## config.mk

```make
export PLATFORM = sky130hd
export DESIGN_NAME = button_conditioner
export DESIGN_NICKNAME = d
export VERILOG_FILES = /design/src/rtl/button_conditioner_pkg.sv /design/src/rtl/button_conditioner_sync.sv /design/src/rtl/button_conditioner.sv
export SDC_FILE = /design/constraint.sdc
export NUM_CORES = 1
export LEC_CHECK = 0
export ABC_AREA = 1
export ABC_CLOCK_PERIOD_IN_PS = 1730
export CORE_ASPECT_RATIO = 1.4
export CORE_MARGIN = 2
export CORE_UTILIZATION = 55
export DETAILED_ROUTE_END_ITERATION = 6
export PLACE_DENSITY = 0.76
export SETUP_SLACK_MARGIN = 0.5
export SLEW_MARGIN = 20
export SYNTH_ARGS = -nofsm -noshare
export SYNTH_HDL_FRONTEND = slang
export SYNTH_SLANG_ARGS = --single-unit
export TNS_END_PERCENT = 30
```

## constraint.sdc

```tcl
create_clock -name clk -period 1.73 [get_ports clk]
set_input_delay 0.173 -clock clk [delete_from_list [all_inputs] [get_ports clk]]
set_output_delay 0.173 -clock clk [all_outputs]
set_load 0.005 [all_outputs]
```

## src/rtl/button_conditioner_pkg.sv

```systemverilog
// Purpose : shared definitions for the button front end and the selector stage it feeds.
// Latency : n/a (types, constants and a width helper only).
// Backpr. : n/a.
// Contents: FSM state encoding, sel encoding, counter-width helper.
package button_conditioner_pkg;

  // FSM state encoding
  localparam logic [2:0] S_IDLE         = 3'd0;
  localparam logic [2:0] S_PRESS_WAIT   = 3'd1;
  localparam logic [2:0] S_PRESSED      = 3'd2;
  localparam logic [2:0] S_LONG_HELD    = 3'd3;
  localparam logic [2:0] S_RELEASE_WAIT = 3'd4;

  typedef enum logic [2:0] {
    IDLE         = S_IDLE,
    PRESS_WAIT   = S_PRESS_WAIT,
    PRESSED      = S_PRESSED,
    LONG_HELD    = S_LONG_HELD,
    RELEASE_WAIT = S_RELEASE_WAIT
  } state_t;

  // Mode select encoding, shared with the selector stage
  localparam logic SEL_DICE   = 1'b0;
  localparam logic SEL_LIGHTS = 1'b1;

  // Bits needed to hold a count of 0..n-1 (at least one bit)
  function automatic int cnt_width(input int n);
    return (n <= 2) ? 1 : $clog2(n);
  endfunction

endpackage

```

## src/rtl/button_conditioner_sync.sv

```systemverilog
// Purpose : two-flop synchroniser for asynchronous inputs (d -> s1 -> q).
// Latency : 2 clk edges from d to q.
// Backpr. : none; free-running sampler.
// Ports   : clk, rst (sync, active high), d (async in), q (synchronised out).
module sync_2ff #(
  parameter int WIDTH = 1
) (
  input  logic             clk,
  input  logic             rst,
  input  logic [WIDTH-1:0] d,
  output logic [WIDTH-1:0] q
);

  logic [WIDTH-1:0] s1;

  always_ff @(posedge clk) begin
    if (rst) begin
      s1 <= '0;
      q  <= '0;
    end else begin
      s1 <= d;
      q  <= s1;
    end
  end

endmodule

```

## src/rtl/button_conditioner.sv

```systemverilog
// Purpose : synchronise + debounce a push button; emit level, press/release/long pulses, sel toggle.
// Latency : press/release accepted DEBOUNCE_CYCLES+2 edges after first raw sample; long LONG_CYCLES after press.
// Backpr. : none; outputs are registered pulses/levels, consumer must sample every cycle.
// Ports   : clk, rst (sync, active high), button_raw (async bouncy, 1 = pressed),
//           btn_level, btn_press, btn_release, btn_long (1-cycle pulses), sel (0 = dice, 1 = lights).
module button_conditioner
  import button_conditioner_pkg::*;
#(
  parameter int DEBOUNCE_CYCLES = 16,
  parameter int LONG_CYCLES     = 64
) (
  input  logic clk,
  input  logic rst,
  input  logic button_raw,
  output logic btn_level,
  output logic btn_press,
  output logic btn_release,
  output logic btn_long,
  output logic sel
);

  localparam int DW = cnt_width(DEBOUNCE_CYCLES);
  localparam int HW = cnt_width(LONG_CYCLES);
  localparam logic [DW-1:0] DMAX = DW'(DEBOUNCE_CYCLES - 1);
  localparam logic [HW-1:0] HMAX = HW'(LONG_CYCLES - 1);
  localparam logic [DW-1:0] DONE = DW'(1);
  localparam logic [HW-1:0] HONE = HW'(1);

  logic          s2;
  state_t        state, state_nx;
  logic [DW-1:0] dcnt, dcnt_nx;
  logic [HW-1:0] hcnt, hcnt_nx;
  logic          long_done, long_done_nx;
  logic          level_nx, press_nx, release_nx, long_nx, sel_nx;

  sync_2ff #(.WIDTH(1)) u_sync (
    .clk (clk),
    .rst (rst),
    .d   (button_raw),
    .q   (s2)
  );

  always_ff @(posedge clk) begin
    if (rst) begin
      state       <= IDLE;
      dcnt        <= '0;
      hcnt        <= '0;
      long_done   <= 1'b0;
      btn_level   <= 1'b0;
      btn_press   <= 1'b0;
      btn_release <= 1'b0;
      btn_long    <= 1'b0;
      sel         <= SEL_DICE;
    end else begin
      state       <= state_nx;
      dcnt        <= dcnt_nx;
      hcnt        <= hcnt_nx;
      long_done   <= long_done_nx;
      btn_level   <= level_nx;
      btn_press   <= press_nx;
      btn_release <= release_nx;
      btn_long    <= long_nx;
      sel         <= sel_nx;
    end
  end

  // Counters only increment on branches where they are below their
  // terminal value, so they saturate rather than wrap.
  always_comb begin
    state_nx     = state;
    dcnt_nx      = dcnt;
    hcnt_nx      = hcnt;
    long_done_nx = long_done;
    press_nx     = 1'b0;
    release_nx   = 1'b0;
    long_nx      = 1'b0;
    sel_nx       = sel;

    case (state)
      IDLE: begin
        if (s2) begin
          state_nx = PRESS_WAIT;
          dcnt_nx  = DONE;
        end
      end

      PRESS_WAIT: begin
        if (!s2) begin
          state_nx = IDLE;
          dcnt_nx  = '0;
        end else if (dcnt == DMAX) begin
          state_nx     = PRESSED;
          press_nx     = 1'b1;
          hcnt_nx      = '0;
          dcnt_nx      = '0;
          long_done_nx = 1'b0;
        end else begin
          dcnt_nx = dcnt + DONE;
        end
      end

      // Release takes priority over the long threshold in the same cycle.
      PRESSED: begin
        if (!s2) begin
          state_nx = RELEASE_WAIT;
          dcnt_nx  = DONE;
        end else if (hcnt == HMAX) begin
          state_nx     = LONG_HELD;
          long_nx      = 1'b1;
          sel_nx       = ~sel;
          long_done_nx = 1'b1;
        end else begin
          hcnt_nx = hcnt + HONE;
        end
      end

      LONG_HELD: begin
        if (!s2) begin
          state_nx = RELEASE_WAIT;
          dcnt_nx  = DONE;
        end
      end

      // A bounce returns to whichever held state we left; hcnt was frozen
      // here so the long-press timing resumes where it stopped.
      RELEASE_WAIT: begin
        if (s2) begin
          state_nx = long_done ? LONG_HELD : PRESSED;
          dcnt_nx  = '0;
        end else if (dcnt == DMAX) begin
          state_nx   = IDLE;
          release_nx = 1'b1;
          dcnt_nx    = '0;
        end else begin
          dcnt_nx = dcnt + DONE;
        end
      end

      default: begin
        state_nx = IDLE;
        dcnt_nx  = '0;
      end
    endcase

    // Level follows the next state so it moves on the same edge as the pulses.
    level_nx = (state_nx == PRESSED) || (state_nx == LONG_HELD) ||
               (state_nx == RELEASE_WAIT);
  end

endmodule

```

==> results_dict.tcl <==
set metrics [dict create \
    syn_area_um2 1030 \
    first_iter_violations 21 \
    synth_cell_types 24 \
    drv_slew 0 \
    clkLatencyLatePin_ns 0.30 \
    maxCapViolations 0 \
    totalWireLength_um 2680 \
    via_per_inst 5.49 \
    worst_pin_slew_ns 0.347 \
    port_buffers 7 \
    yosysSeqAreaShare_pct 40.8 \
    final_cells 195 \
    cellLeakagePower_nw 0.548 \
    cts_made_buffers 3 \
    cts_hold_buf 0 \
    crit_path_end "hcnt[2]$_SDFFE_PP0P_" \
    status "finished clean" \
    arrival_ns 1.57 \
    drc_errors 0 \
    ys_async_sr_fraction_pct 0 \
    design.die.area_um2 2240 \
    min_period_ns 1.34 \
    fp-row-count 18 \
    rsz0062_at_grt "yes" \
    clk_pin_slew_ns 0.11 \
    r2r_end "hcnt[2]$_SDFFE_PP0P_" \
    synth_ff_type "dfxtp_1" \
    grt_use_total_pct 26.6 \
    p_per_area_nw_per_um2 556 \
    final_cell_mix "nand2_1 (37), nor2_1 (20), inv_1 (15)" \
    vdd_drop_max_mv 0.505 \
    netlist_instances 153 \
    start_util_pct 58.7 \
    avgSynthCellArea_um2 6.74 \
    drive_above_1_share_pct 29.7 \
    synthToLayoutAreaGrowth_pct 34.3 \
    grt_max_degree 12 \
    fill_cells 123 \
    relSlewSlack_pct 76.8 \
    setup_tns_ns 0 \
    ant_nets 0 \
    cts_tree "built" \
    final_common_cell "nand2_1" \
    yosysWarningCount 0 \
    grt_pass1_vias 1094 \
    antenna_found_initial 0 \
    min_period_over_period_pct 77.2 \
    clock_path_buffers 2 \
    synth_nets 158 \
    synth_enable_flop_cells 0 \
    cts.sinks 21 \
    drt_pre_antenna_iters 4 \
    wl_per_cell_um 13.7 \
    cp-start-kind "register" \
    antennaDiodeCount 0 \
    cp.required_ns 1.96 \
    worst_r2r_path_depth 7 \
    core_um2 1760 \
    chipHeight_um 55.2 \
    via_count 1070 \
    clockRootBuffer "clkbuf_4" \
    r2r_start "dcnt[0]$_SDFFE_PP0P_" \
    endpoint_kind "register" \
    synth-seq-cells 21 \
    htree_num_levels 1 \
    overflow 0 \
    finClkSkew_ns 0.00297 \
    gp_congestion 0.851 \
    fin_nets 181 \
    path_max_fanout 6 \
    grt_first_pass_wirelength_um 4250 \
    hp-start "button_raw" \
    dp.cells 179 \
    hpwl_um 1680 \
    r2r_slack_ns 0.39 \
    setup_viol 0 \
    clock.fmax_mhz 749 \
    min_path_type "in -> reg" \
    io_pins 8 \
    die_x_um 40.6 \
    hold_viol 0 \
    critPathKind "reg -> reg" \
    crit_start "dcnt[0]$_SDFFE_PP0P_" \
]
## worst min-delay path by stage
stage	endpoint	slack, ns	cells past startpoint
after floorplan	u_sync.s1$_SDFF_PP0_	0.28	2
after global placement	u_sync.q$_SDFF_PP0_	0.39	2
after detailed placement	u_sync.q$_SDFF_PP0_	0.41	2
after CTS	u_sync.s1$_SDFF_PP0_	0.38	3
after global routing	u_sync.s1$_SDFF_PP0_	0.38	3
final	u_sync.s1$_SDFF_PP0_	0.38	3
## per-layer routing
metal / track usage [%] / vias up / wire length (um)
met5: 0 / - / 0
met4: 17.6 / 0 / 78
met3: 3.61 / 10 / 56
met2: 48.5 / 30 / 1590
met1: 23.4 / 498 / 955
li1: - / 532 / -
## flip-flops by register name (all words and copies together) (netlist names)
signal / flops
btn_level: 1
btn_long: 1
btn_press: 1
btn_release: 1
dcnt: 4
hcnt: 6
long_done: 1
sel: 1
state: 3
u_sync.q: 1
u_sync.s1: 1
## cell type report
cell class                      instances  area [um^2]  share of cell area [%]
Clock buffer                            4         26.3                    1.90
Inverter                               20         80.1                    5.78
Multi-Input combinational cell        109          633                    45.7
Sequential cell                        21          443                    32.0
Tap cell                               20         25.0                    1.81
Timing Repair Buffer                   21          178                    12.8
## worst max-delay path, cell delays in order, from the launching register on
cell and delay [ns]:
dfxtp_2 0.35, ha_4 0.16, nand3_4 0.08, nand4_1 0.15, buf_4 0.20, nand3_4 0.09
nand2_1 0.08, a21oi_1 0.15
## cells by family (layout without fill, tap and decap cells)
logic type / Yosys count / in the layout / synth area share, %
and+or+nand+nor: 85 / 85 / 36.3
xor gates and xnor gates: 2 / 2 / 1.70
adders and majority gates: 2 / 2 / 2.43
AOI/OAI and AO/OA: 20 / 20 / 10.3
buffers and inverters: 23 / 45 / 8.49
DFF: 21 / 21 / 40.8
## power by group
group | internal (mW) | switching (mW) | leakage, nW
logic | 0.0206 | 0.0263 | 0.357
clock network | 0.0898 | 0.145 | 0.0150
registers | 0.483 | 0.00649 | 0.176
## through the flow
stage               area, um^2  setup WS (ns)  power [mW]  util, %  hold slack, ns
floorplan                 1060          0.466       0.528        -           0.280
global placement          1160          0.315       0.541     66.2           0.390
detailed placement        1160          0.291       0.542     66.2           0.409
CTS                       1350          0.397       0.770     76.6           0.375
global route              1390          0.331       0.799     78.8           0.381
finish                    1390          0.395       0.771     78.8           0.375
## cell usage after synthesis (2+ instances only)
cell | number | area share, %
dfxtp_1 | 21 | 41
nor2_1 | 21 | 7.6
ha_1 | 2 | 2.4
nand4_1 | 3 | 1.8
inv_1 | 15 | 5.5
clkbuf_1 | 2 | 0.73
inv_2 | 5 | 1.8
a21oi_1 | 12 | 5.8
nand2_1 | 42 | 15
nor2_4 | 2 | 2.2
nand3_1 | 11 | 5.3
o21ai_0 | 5 | 2.4
## repair_timing
action | CTS | global route
resized for setup | 24 | 9
setup buffers | 10 | 2
endpoints found under the setup margin | 16 | 20
pin swaps | 12 | 4
endpoints found under the hold margin | 0 | 0
Power figures use the tool's default switching activity.
